## src/rtl/alu_pkg.sv

```systemverilog
// alu_pkg: ALUOperation encoding and FSM state type shared by the execution unit
package alu_pkg;
   localparam logic [3:0] ALU_AND     = 4'b0000;
   localparam logic [3:0] ALU_OR      = 4'b0001;
   localparam logic [3:0] ALU_NOR     = 4'b0010;
   localparam logic [3:0] ALU_ADD     = 4'b0011;
   localparam logic [3:0] ALU_SUB     = 4'b0100;
   localparam logic [3:0] ALU_LUI     = 4'b0101;
   localparam logic [3:0] ALU_SLL     = 4'b0110;
   localparam logic [3:0] ALU_SRL     = 4'b0111;
   localparam logic [3:0] ALU_ILLEGAL = 4'b1001;
   typedef enum logic [1:0] {IDLE, SHIFT, DONE} state_t;
endpackage

```

## src/rtl/alu_serial_shifter.sv

```systemverilog
// alu_serial_shifter: 1-bit-per-cycle shifter with down-counter; value shows the contents after this cycle's step
module alu_serial_shifter #(
   parameter int DATA_WIDTH  = 32,
   parameter int SHAMT_WIDTH = 5
) (
   input  logic                   clk,
   input  logic                   reset,
   input  logic                   load,
   input  logic                   dir,
   input  logic [DATA_WIDTH-1:0]  load_value,
   input  logic [SHAMT_WIDTH-1:0] amount,
   output logic                   busy,
   output logic                   done,
   output logic [DATA_WIDTH-1:0]  value
);
   logic [DATA_WIDTH-1:0]  work;
   logic [SHAMT_WIDTH-1:0] count;
   logic                   dir_q;
   assign busy  = count != '0;
   assign done  = count == SHAMT_WIDTH'(1);
   assign value = busy ? (dir_q ? work >> 1 : work << 1) : work;
   // load operand and count, then step once per cycle until the count runs out
   always_ff @(posedge clk or posedge reset) begin
      if (reset) begin
         work  <= '0;
         count <= '0;
         dir_q <= 1'b0;
      end else if (load) begin
         work  <= load_value;
         count <= amount;
         dir_q <= dir;
      end else if (busy) begin
         work  <= value;
         count <= count - SHAMT_WIDTH'(1);
      end
   end
endmodule

```

## src/rtl/multicycle_alu.sv

```systemverilog
// multicycle_alu: handshaked ALU, single-cycle logic/arith ops and iterative shifts
module multicycle_alu
   import alu_pkg::*;
#(
   parameter int DATA_WIDTH  = 32,
   parameter int SHAMT_WIDTH = 5
) (
   input  logic                   clk,
   input  logic                   reset,
   input  logic                   in_valid,
   output logic                   in_ready,
   input  logic [3:0]             alu_operation,
   input  logic [DATA_WIDTH-1:0]  operand_a,
   input  logic [DATA_WIDTH-1:0]  operand_b,
   input  logic [SHAMT_WIDTH-1:0] shamt,
   output logic                   out_valid,
   input  logic                   out_ready,
   output logic [DATA_WIDTH-1:0]  result,
   output logic                   zero,
   output logic                   overflow,
   output logic                   illegal_op
);
   localparam int H = DATA_WIDTH / 2;
   localparam int M = DATA_WIDTH - 1;
   state_t                state, state_n;
   logic [DATA_WIDTH-1:0] sum, diff, res_c, sh_value;
   logic                  ovf_c, ill_c, is_shift, accept, load, sh_busy, sh_done, shift_end;
   assign sum       = operand_a + operand_b;
   assign diff      = operand_a - operand_b;
   assign is_shift  = alu_operation == ALU_SLL || alu_operation == ALU_SRL;
   assign in_ready  = state == IDLE;
   assign out_valid = state == DONE;
   assign accept    = in_valid && in_ready;
   assign load      = accept && is_shift && shamt != '0;
   assign shift_end = sh_done || !sh_busy;
   alu_serial_shifter #(.DATA_WIDTH(DATA_WIDTH), .SHAMT_WIDTH(SHAMT_WIDTH)) u_shift (
      .clk(clk), .reset(reset), .load(load), .dir(alu_operation == ALU_SRL),
      .load_value(operand_b), .amount(shamt), .busy(sh_busy), .done(sh_done), .value(sh_value)
   );
   // single-cycle datapath; unknown or unlisted codes fall to the illegal default
   always_comb begin
      res_c = '0;
      ovf_c = 1'b0;
      ill_c = 1'b0;
      case (alu_operation)
         ALU_AND: res_c = operand_a & operand_b;
         ALU_OR:  res_c = operand_a | operand_b;
         ALU_NOR: res_c = ~(operand_a | operand_b);
         ALU_ADD: begin
            res_c = sum;
            ovf_c = operand_a[M] == operand_b[M] && sum[M] != operand_a[M];
         end
         ALU_SUB: begin
            res_c = diff;
            ovf_c = operand_a[M] != operand_b[M] && diff[M] != operand_a[M];
         end
         ALU_LUI: res_c = {operand_b[H-1:0], {H{1'b0}}};
         ALU_SLL, ALU_SRL: res_c = operand_b;
         default: ill_c = 1'b1;
      endcase
   end
   // next-state: shifts with a nonzero amount detour through SHIFT
   always_comb begin
      state_n = state;
      case (state)
         IDLE:    state_n = accept ? (load ? SHIFT : DONE) : IDLE;
         SHIFT:   state_n = shift_end ? DONE : SHIFT;
         DONE:    state_n = out_ready ? IDLE : DONE;
         default: state_n = IDLE;
      endcase
   end
   // state register
   always_ff @(posedge clk or posedge reset) begin
      if (reset) state <= IDLE;
      else       state <= state_n;
   end
   // result and flags are captured once per operation and held through DONE
   always_ff @(posedge clk or posedge reset) begin
      if (reset) begin
         result     <= '0;
         zero       <= 1'b0;
         overflow   <= 1'b0;
         illegal_op <= 1'b0;
      end else if (accept && !load) begin
         result     <= res_c;
         zero       <= res_c == '0;
         overflow   <= ovf_c;
         illegal_op <= ill_c;
      end else if (state == SHIFT && shift_end) begin
         result     <= sh_value;
         zero       <= sh_value == '0;
         overflow   <= 1'b0;
         illegal_op <= 1'b0;
      end
   end
endmodule

```

## config.mk

```make
export PLATFORM = sky130hd
export DESIGN_NAME = multicycle_alu
export DESIGN_NICKNAME = d
export VERILOG_FILES = /design/src/rtl/alu_pkg.sv /design/src/rtl/alu_serial_shifter.sv /design/src/rtl/multicycle_alu.sv
export SDC_FILE = /design/constraint.sdc
export NUM_CORES = 1
export LEC_CHECK = 0
export ABC_AREA = 1
export CORE_ASPECT_RATIO = 1.5
export CORE_MARGIN = 5
export CORE_UTILIZATION = 35
export DETAILED_ROUTE_END_ITERATION = 8
export GPL_ROUTABILITY_DRIVEN = 0
export PLACE_DENSITY = 0.61
export SLEW_MARGIN = 20
export SYNTH_ARGS = -nofsm -noshare
export SYNTH_HDL_FRONTEND = slang
export SYNTH_SLANG_ARGS = --single-unit
```

## constraint.sdc

```tcl
create_clock -name clk -period 2.57 [get_ports clk]
set_clock_uncertainty 0.05 [all_clocks]
set_input_delay 0.257 -clock clk [delete_from_list [all_inputs] [get_ports clk]]
set_output_delay 0.257 -clock clk [all_outputs]
set_load 0.01 [all_outputs]
```

After elaboration in Yosys (flattened, before gate mapping). Index checks and enable logic that the tools add are counted.

Muxes and demuxes: 21. Equality and inequality tests: 14. Bitwise operators: 3. Reduce and logical (&&, ||, !) cells: 21. $add $sub $neg: 3.

Operator list (count): case mux 32 bit (7 select lines) (1); 2-to-1 mux 32 bit (6); zero test 32 bit (2); adder 32 bit (1); bitwise AND 32 bit (1); inverter 32 bit (1); OR 32 bit (1); subtractor 32 bit (1); == test 4 x 3 -> 1 bit, second input constant (4); 2-to-1 mux 5 bit (2); nonzero test 5 bit (2); == test 4 x 2 -> 1 bit, second input constant (2); 2-to-1 mux 2 bit (4); OR reduction 8 bit (1); logical AND 1 bit (7); 2-to-1 mux 1 bit (6); case mux 2 bit (3 select lines) (1); == test 5 x 1 -> 1 bit, second input constant (1); subtractor 5 x 1 -> 5 bit, second input constant (1); == test 4 x 1 -> 1 bit, second input constant (1); zero test 4 bit (1); nonzero test 2 bit (2); != test 1 bit (3); == test 2 x 1 -> 1 bit, second input constant (1); 7 further kinds (9).

Logic and storage cells: 70. Register bits: 75.

Longest topological paths before layout. Gate-level depths: netlist of the first run.

Word-level depth: 7. Gate-level depth with buffers: 22.

Cells and area by module. Synthesis of the first run repeated with hierarchy kept, for this count alone.

Cell total of the unflattened synthesis: 2053. Area total of the unflattened synthesis: 11478.5 um^2.

Modules (own cells, without submodules): multicycle_alu (instances 1, area an instance 8818.5 um^2, cells each 1631); alu_serial_shifter (instances 1, area an instance 2660.1 um^2, cells each 422).

Least setup slack after synthesis of the first run. OpenSTA, ideal clock, no wires.

Path type: input-to-reg. Start point: input port operand_a[0]. End point: register zero. Data arrival time: 2.129 ns. Path slack: 0.318 ns. Stages: 20. Required time: 2.447 ns. Cells stage by stage: ha_1 > inv_1 > fa_1 > inv_1 > nand3_1 > nand3_1 > nand2_1 > nand2_1 > nand2_1 > nand2_1 > nand3_1 > nand2_1 > nand2_1 > nand3_1 > nand3_1 > nor2_1 > nand2_1 > nor2_1 > nand2_1 > a21oi_2.

Longest elaborated chain between the ends: 5. Elaborated cells on any way between the ends: 8. Those cells by class: 2 x add/sub; 2 x mux; 3 x bitwise; 1 x reduce/logical.

Ends and longest elaborated chain: start, declared (RTL line multicycle_alu.sv:13) `input logic [DATA_WIDTH-1:0] operand_a,`; parallel branches: the longest is 2 deep, another holds subtractor 32 bit; case mux 32 bit (7 select lines) * (RTL line multicycle_alu.sv:45) `case (alu_operation)`; zero test 32 bit * (RTL line multicycle_alu.sv:86) `zero <= res_c == '0;`; 2-to-1 mux 1 bit * (RTL line multicycle_alu.sv:84) `end else if (accept && !load) begin`; end signal, assigned (RTL line multicycle_alu.sv:81) `zero <= 1'b0;`; end signal, assigned (RTL line multicycle_alu.sv:86); end signal, assigned (RTL line multicycle_alu.sv:91) `zero <= sh_value == '0;`; end, declared (RTL line multicycle_alu.sv:19) `output logic zero,`.

Every way passes the cells marked *. A chain may end at the register's enable or synchronous reset.

Worst setup path in the final report of the first run.
Start point: input port operand_a[24]. End point: register zero.

The elaborated chain is that of the path after synthesis.

==> results of run 1 <==
==> power groups by stage <==
stage	Clock, mW	Combinational (mW)	Sequential, mW
final	1.25	6.20	2.08
after global routing	1.32	6.76	2.13
after CTS	1.26	5.72	2.06
after detailed placement	0	5.53	2.08
after global placement	0	5.45	2.07
after floorplan	0	2.75	2.09
==> layer usage <==
layer	part of all wire	global-route usage	wire length, um
met5	0	0	0
met4	0.083	0.1824	4080
met3	0.071	0.04169	3525
met2	0.48	0.4722	23760
met1	0.36	0.2966	18030
==> sequential cells by signal, indices dropped and copies added, names as in the netlist <==
signal and cells:
u_shift.dir_q 1, u_shift.work 32, result 32, state 2, illegal_op 1, overflow 1
zero 1, u_shift.count 5
==> cell usage after synthesis (21+ instances only) <==
cell type,instances,share of area
o21ai_0,142,0.066
clkbuf_1,21,0.0073
ha_1,105,0.12
o22ai_1,35,0.020
inv_1,301,0.10
a21oi_1,69,0.032
dfrtp_1,75,0.17
buf_2,33,0.015
nand2_1,579,0.20
nor2_1,176,0.061
nand3_1,160,0.074
==> logic make-up (layout without fill, tap and decap cells) <==
logic type               count (synthesis)  count (layout)  share of synthesized area
XOR/XNOR                                 7               7                   0.005670
buffers and inverters                  388             848                     0.1443
adder cells (fa/ha/maj)                107             107                     0.1252
other                                    0               2                          0
AND/OR/NAND/NOR                        993             993                     0.3828
flip-flops                              75              75                     0.1736
AO/OA/AOI/OAI                          319             319                     0.1685
==> what timing repair did <==
| item | in CTS | in global routing |
|---|---|---|
| resized for setup | 137 | 339 |
| setup buffers | 10 | 15 |
| endpoints found under the setup margin | 15 | 21 |
| pin swaps | 24 | 122 |
| cloned | 0 | 1 |
==> final timing paths <==
| kind | cells past startpoint | slack (ns) | from | to |
|---|---|---|---|---|
| hold / removal | 2 | 0.22 | reset | zero |
| min in group clk | 4 | 0.29 | operand_b[12] | u_shift.work[12] |
| setup / recovery | 17 | 0.09 | operand_a[24] | zero |
| max in group asynchronous | 3 | 1.62 | reset | u_shift.dir_q |
| hold reg to reg | 2 | 0.44 | result[20] | result[20] |
| setup reg to reg | 12 | 0.11 | u_shift.count[1] | zero |
==> cells in the final DEF, fill, tap and decap left out, types with 4 or more instances in the layout <==
master | Yosys | final
nor3_2 | 3 | 10
a21oi_2 | 6 | 31
clkdlybuf4s50_1 | 0 | 61
nor2_4 | 1 | 26
buf_6 | 3 | 14
nand2_2 | 16 | 82
o211ai_1 | 17 | 17
buf_12 | 0 | 12
ha_2 | 0 | 8
nand3_2 | 5 | 39
nand4_1 | 13 | 13
o21ai_1 | 10 | 20
dlygate4sd2_1 | 0 | 7
nor3_1 | 17 | 10
inv_1 | 301 | 249
xor2_1 | 6 | 6
nand2_1 | 579 | 501
a21oi_1 | 69 | 41
buf_4 | 10 | 375
nor2_1 | 176 | 106
clkbuf_16 | 0 | 10
dfrtp_1 | 75 | 75
o21bai_1 | 9 | 4
o21ai_0 | 142 | 129
a311oi_1 | 12 | 12
ha_4 | 0 | 31
a211oi_1 | 4 | 4
nand3_1 | 160 | 120
o21bai_2 | 0 | 5
a31oi_1 | 6 | 6
o22ai_1 | 35 | 35
nand2_4 | 0 | 12
nor2_2 | 10 | 55
nand3_4 | 0 | 6
dlymetal6s2s_1 | 0 | 43
ha_1 | 105 | 66
inv_2 | 13 | 63
==> area by class of cell <==
type,instances,area share
Tap cell,400,0.02916
Antenna cell,2,0.0002916
Clock inverter,5,0.003207
Multi-Input combinational cell,1426,0.5133
Clock buffer,10,0.01334
Timing Repair Buffer,517,0.2620
Sequential cell,75,0.1093
Inverter,316,0.06932
==> through the flow <==
step / worst slack, ns / hold WS, ns / setup TNS (ns)
2_1_floorplan: 0.3184 / 0.3238 / 0
5_1_grt: -0.003203 / 0.2685 / -0.003203
3_3_place_gp: -0.6413 / 0.4235 / -10.30
4_1_cts: 0.0005085 / 0.2325 / 0
3_5_place_dp: -0.6953 / 0.4246 / -11.47
6_report: 0.09330 / 0.2230 / 0
==> results.json, run 1 <==
{
  "status": "completed",
  "worstSetupEndpointType": "register",
  "crit_type": "in -> reg",
  "seq_area_sq_um": 1877,
  "fill_cells": 2908,
  "cts.sinks": 75,
  "grt_usage": 0.2686,
  "p_per_area_nw_per_um2": 554.5,
  "p_seq_frac": 0.218,
  "slowest_delay_ns": 0.48,
  "num_rows": 78,
  "die_x_um": 153.5,
  "cts_tree": "built",
  "post-route-period-util": 0.9637,
  "port_buffers": 113,
  "p_sw_mw": 4.227,
  "cts_made_buffers": 9,
  "drtIter0Drc": 1246,
  "synth.avg_cell_area_sq_um": 5.724,
  "yosys_warnings": 0,
  "final_util": 0.5655,
  "syn_nets": 2073,
  "finalInstanceArea_sq_um": 17170,
  "worst_slew_pin_slew_ns": 0.5731,
  "p_leak_nw": 9.030,
  "synth_cell_types": 46,
  "areaGrowthSynthToFinish_pct": 58.75,
  "combPwrFrac": 0.651,
  "wire_per_inst_um": 17.95,
  "overflow": 0,
  "die_area_sq_um": 34580,
  "syn_inst": 1889,
  "htreeDepth": 3,
  "ir_drop_mv": 0.3822,
  "dp.final_hpwl_mm": 40.21,
  "dp.cells": 2708,
  "ant_nets": 0,
  "holdBufCountCts": 0,
  "min_path_type": "in -> async",
  "p_int_mw": 5.292,
  "power_mw": 9.519,
  "fmax_mhz": 403.8,
  "synthFlopType": "dfrtp_1",
  "cp.required_ns": 2.80,
  "post_dp_cell_area_sq_um": 15070,
  "multi_input_area_sq_um": 8811,
  "synth_edf_count": 0,
  "vias_per_cell": 5.246,
  "yosysSeqAreaShare": 0.1736,
  "root_buffer": "clkbuf_16",
  "die_h_um": 225.3,
  "routed_wl_mm": 49.39,
  "grt_pass1_wl_mm": 73.30,
  "crit_buf_inv": 2,
  "clkTransAtPathRegs_ns": 0.06,
  "synth_area_sq_um": 10810,
  "vias": 14431,
  "layout.cells.non_filler": 2751,
  "post-route-drc-count": 0,
  "grt_pass1_vias": 13982,
  "ys_ff_latch": 75,
  "synthArstFlopShare": 1.000,
  "start_kind": "primary input",
  "path_cells": "clkdlybuf4s50_1 -> inv_1 -> ha_4 -> nand2_2 -> nor2_2 -> nand2_2 -> nor3_2 -> nand2_2 -> nand2_1 -> nand2_1 -> nand3_1 -> nand3_2 -> nor2_1 -> nand3_1 -> nor2_1 -> nand2_1 -> a21oi_2",
  "core_sq_um": 30350,
  "dr.pass1.iters": 8,
  "clkLatencyLatePin_ns": 0.35,
  "initial_core_util": 0.3563,
  "grt_max_degree": 65,
  "cp_max_fo": 7,
  "cap_violations": 0,
  "cp_slowest_cell": "clkdlybuf4s50_1",
  "drive_gt1_frac": 0.3406,
  "ios": 114,
  "hold_viol": 0,
  "clock_path_buffers": 2,
  "antenna_found_initial": 1,
  "min_period_ns": 2.477,
  "drv_slew": 0,
  "clkPwrFrac": 0.131,
  "relSlewSlack": 0.6179,
  "nets": 2529,
  "crit_family": "simple AND/OR/NAND/NOR gates",
  "cp.arrival_ns": 2.71,
  "p_sw_frac": 0.4441,
  "setup_viol": 0
}
No activity file was read; power rests on OpenSTA's default activity.
==> inputs of run 2 (changes only) <==
- CORE_MARGIN: 5 -> 2
- PLACE_DENSITY: 0.61 -> 0.58
==> results.json, run 2 (synthesized netlist as in run 1, its figures left out) <==
{
  "vias": 14317,
  "grt_max_degree": 65,
  "start_kind": "primary input",
  "cts_made_buffers": 9,
  "fmax_mhz": 389.4,
  "dr.pass1.iters": 5,
  "cp.required_ns": 2.81,
  "setup_ws_ns": 0.001881,
  "core_sq_um": 30350,
  "p_int_mw": 5.338,
  "min_period_ns": 2.568,
  "cp_max_fo": 7,
  "worst_slew_pin_slew_ns": 0.7154,
  "multi_input_area_sq_um": 8929,
  "holdBufCountCts": 0,
  "initial_core_util": 0.3563,
  "p_leak_nw": 8.979,
  "power_mw": 9.647,
  "cts.sinks": 75,
  "grt_pass1_vias": 13877,
  "ant_nets": 0,
  "fill_cells": 2938,
  "grt_pass1_wl_mm": 73.26,
  "p_sw_mw": 4.309,
  "relSlewSlack": 0.5225,
  "layout.cells.non_filler": 2740,
  "seq_area_sq_um": 1877,
  "post_dp_cell_area_sq_um": 14950,
  "mostFrequentLayoutCell": "nand2_1",
  "ir_drop_mv": 0.4088,
  "p_per_area_nw_per_um2": 560.4,
  "ios": 114,
  "p_sw_frac": 0.4467,
  "die_x_um": 147.5,
  "dp.final_hpwl_mm": 40.29,
  "die_area_sq_um": 32340,
  "hold_viol": 0,
  "combPwrFrac": 0.641,
  "finalInstanceArea_sq_um": 17210,
  "clkLatencyLatePin_ns": 0.36,
  "setup_viol": 0,
  "dpl_worst_slack_ns": -0.7143,
  "cp.arrival_ns": 2.81,
  "drtIter0Drc": 1051,
  "die_h_um": 219.3,
  "clock_path_buffers": 2,
  "reg.largest.list": "result (32), u_shift.work (32), u_shift.count (5)",
  "nets": 2516,
  "worstSetupEndpointType": "register",
  "post-route-drc-count": 0,
  "min_path_type": "in -> async",
  "areaGrowthSynthToFinish_pct": 59.20,
  "vias_per_cell": 5.225,
  "dp.cells": 2698,
  "finalSetupTns_ns": 0,
  "crit_start": "operand_b[22]",
  "routed_wl_mm": 49.72,
  "cts_tree": "built",
  "htreeDepth": 3,
  "hold_ws_ns": 0.1494,
  "cap_violations": 0,
  "post-route-period-util": 0.9993,
  "drv_slew": 0,
  "grt_usage": 0.2928,
  "rsz0062_at_grt": "true",
  "drive_gt1_frac": 0.3419,
  "wire_per_inst_um": 18.15,
  "antenna_found_initial": 2,
  "overflow": 0,
  "status": "completed",
  "final_cell_mix": "nand2_1, buf_4, inv_1, nand3_1, o21ai_0",
  "p_seq_frac": 0.214,
  "clkTransAtPathRegs_ns": 0.06,
  "r2r_start": "u_shift.count[1]",
  "port_buffers": 113,
  "crit_type": "in -> reg",
  "num_rows": 78,
  "root_buffer": "clkbuf_16",
  "final_util": 0.5672,
  "clkPwrFrac": 0.145
}
## run 2: changes by cell type in the layout (fill, tap and decap cells not counted), moves of 5 or more
cell / change
nor2_4: +5
nand2_1: -10
buf_4: -12
o21ai_1: +5
nand3_2: -11
nand3_4: +7
o21ai_0: -9
nand2_2: +12
## run 2: repair_timing
item / CTS / global route
gates resized for setup: 91 / 408
buffers inserted: 2 / 19
pin swaps: 5 / 115
cloned: 0 / 2
setup endpoints to repair: 14 / 23
## run 2: cell type report
class | count | share of cell area
tap | 400 | 0.02907
clock buffer | 9 | 0.01308
multi-input combinational | 1426 | 0.5187
clock inverter | 7 | 0.005960
inverter | 316 | 0.06912
antenna | 3 | 0.0004361
timing repair buffer | 504 | 0.2546
sequential | 75 | 0.1090
## run 2: power by group through the flow
stage / combinational, mW / sequential, mW / clock (mW)
2_1_floorplan: 2.75 / 2.09 / 0
3_3_place_gp: 5.32 / 2.06 / 0
3_5_place_dp: 5.39 / 2.08 / 0
4_1_cts: 5.53 / 2.07 / 1.43
5_1_grt: 6.75 / 2.13 / 1.47
6_report: 6.18 / 2.07 / 1.40
## run 2: path summary, 6_finish.rpt
path / endpoint / slack, ns / cells after the start
worst min register to register: result[12] / 0.43 / 2
worst min-delay path: result[21] / 0.15 / 2
max in group asynchronous: u_shift.count[2] / 1.71 / 3
worst max register to register: zero / 0.06 / 12
min in group clk: u_shift.work[5] / 0.26 / 4
worst max-delay path: zero / 0.002 / 18
## run 2: critical path, cell delays in order
cell and delay (ns):
clkdlybuf4s50_1 0.54, inv_2 0.08, ha_4 0.29, nor2_4 0.16, nand2_1 0.11, inv_1 0.10, nand2_1 0.08, nor2_1 0.14
nand2_2 0.11, nand3_1 0.09, nand2_1 0.05, nand3_1 0.13, nand3_4 0.12, nor2_4 0.16, nand3_4 0.09, nor2_2 0.10
nand2_1 0.07, a21oi_2 0.11
## run 2: layer usage
metal | routed length (um) | up-vias | GRT usage
li1 | - | 6899 | -
met1 | 18460 | 6635 | 0.3329
met2 | 24080 | 582 | 0.5155
met3 | 3101 | 201 | 0.03326
met4 | 4077 | 0 | 0.1920
met5 | 0 | - | 0
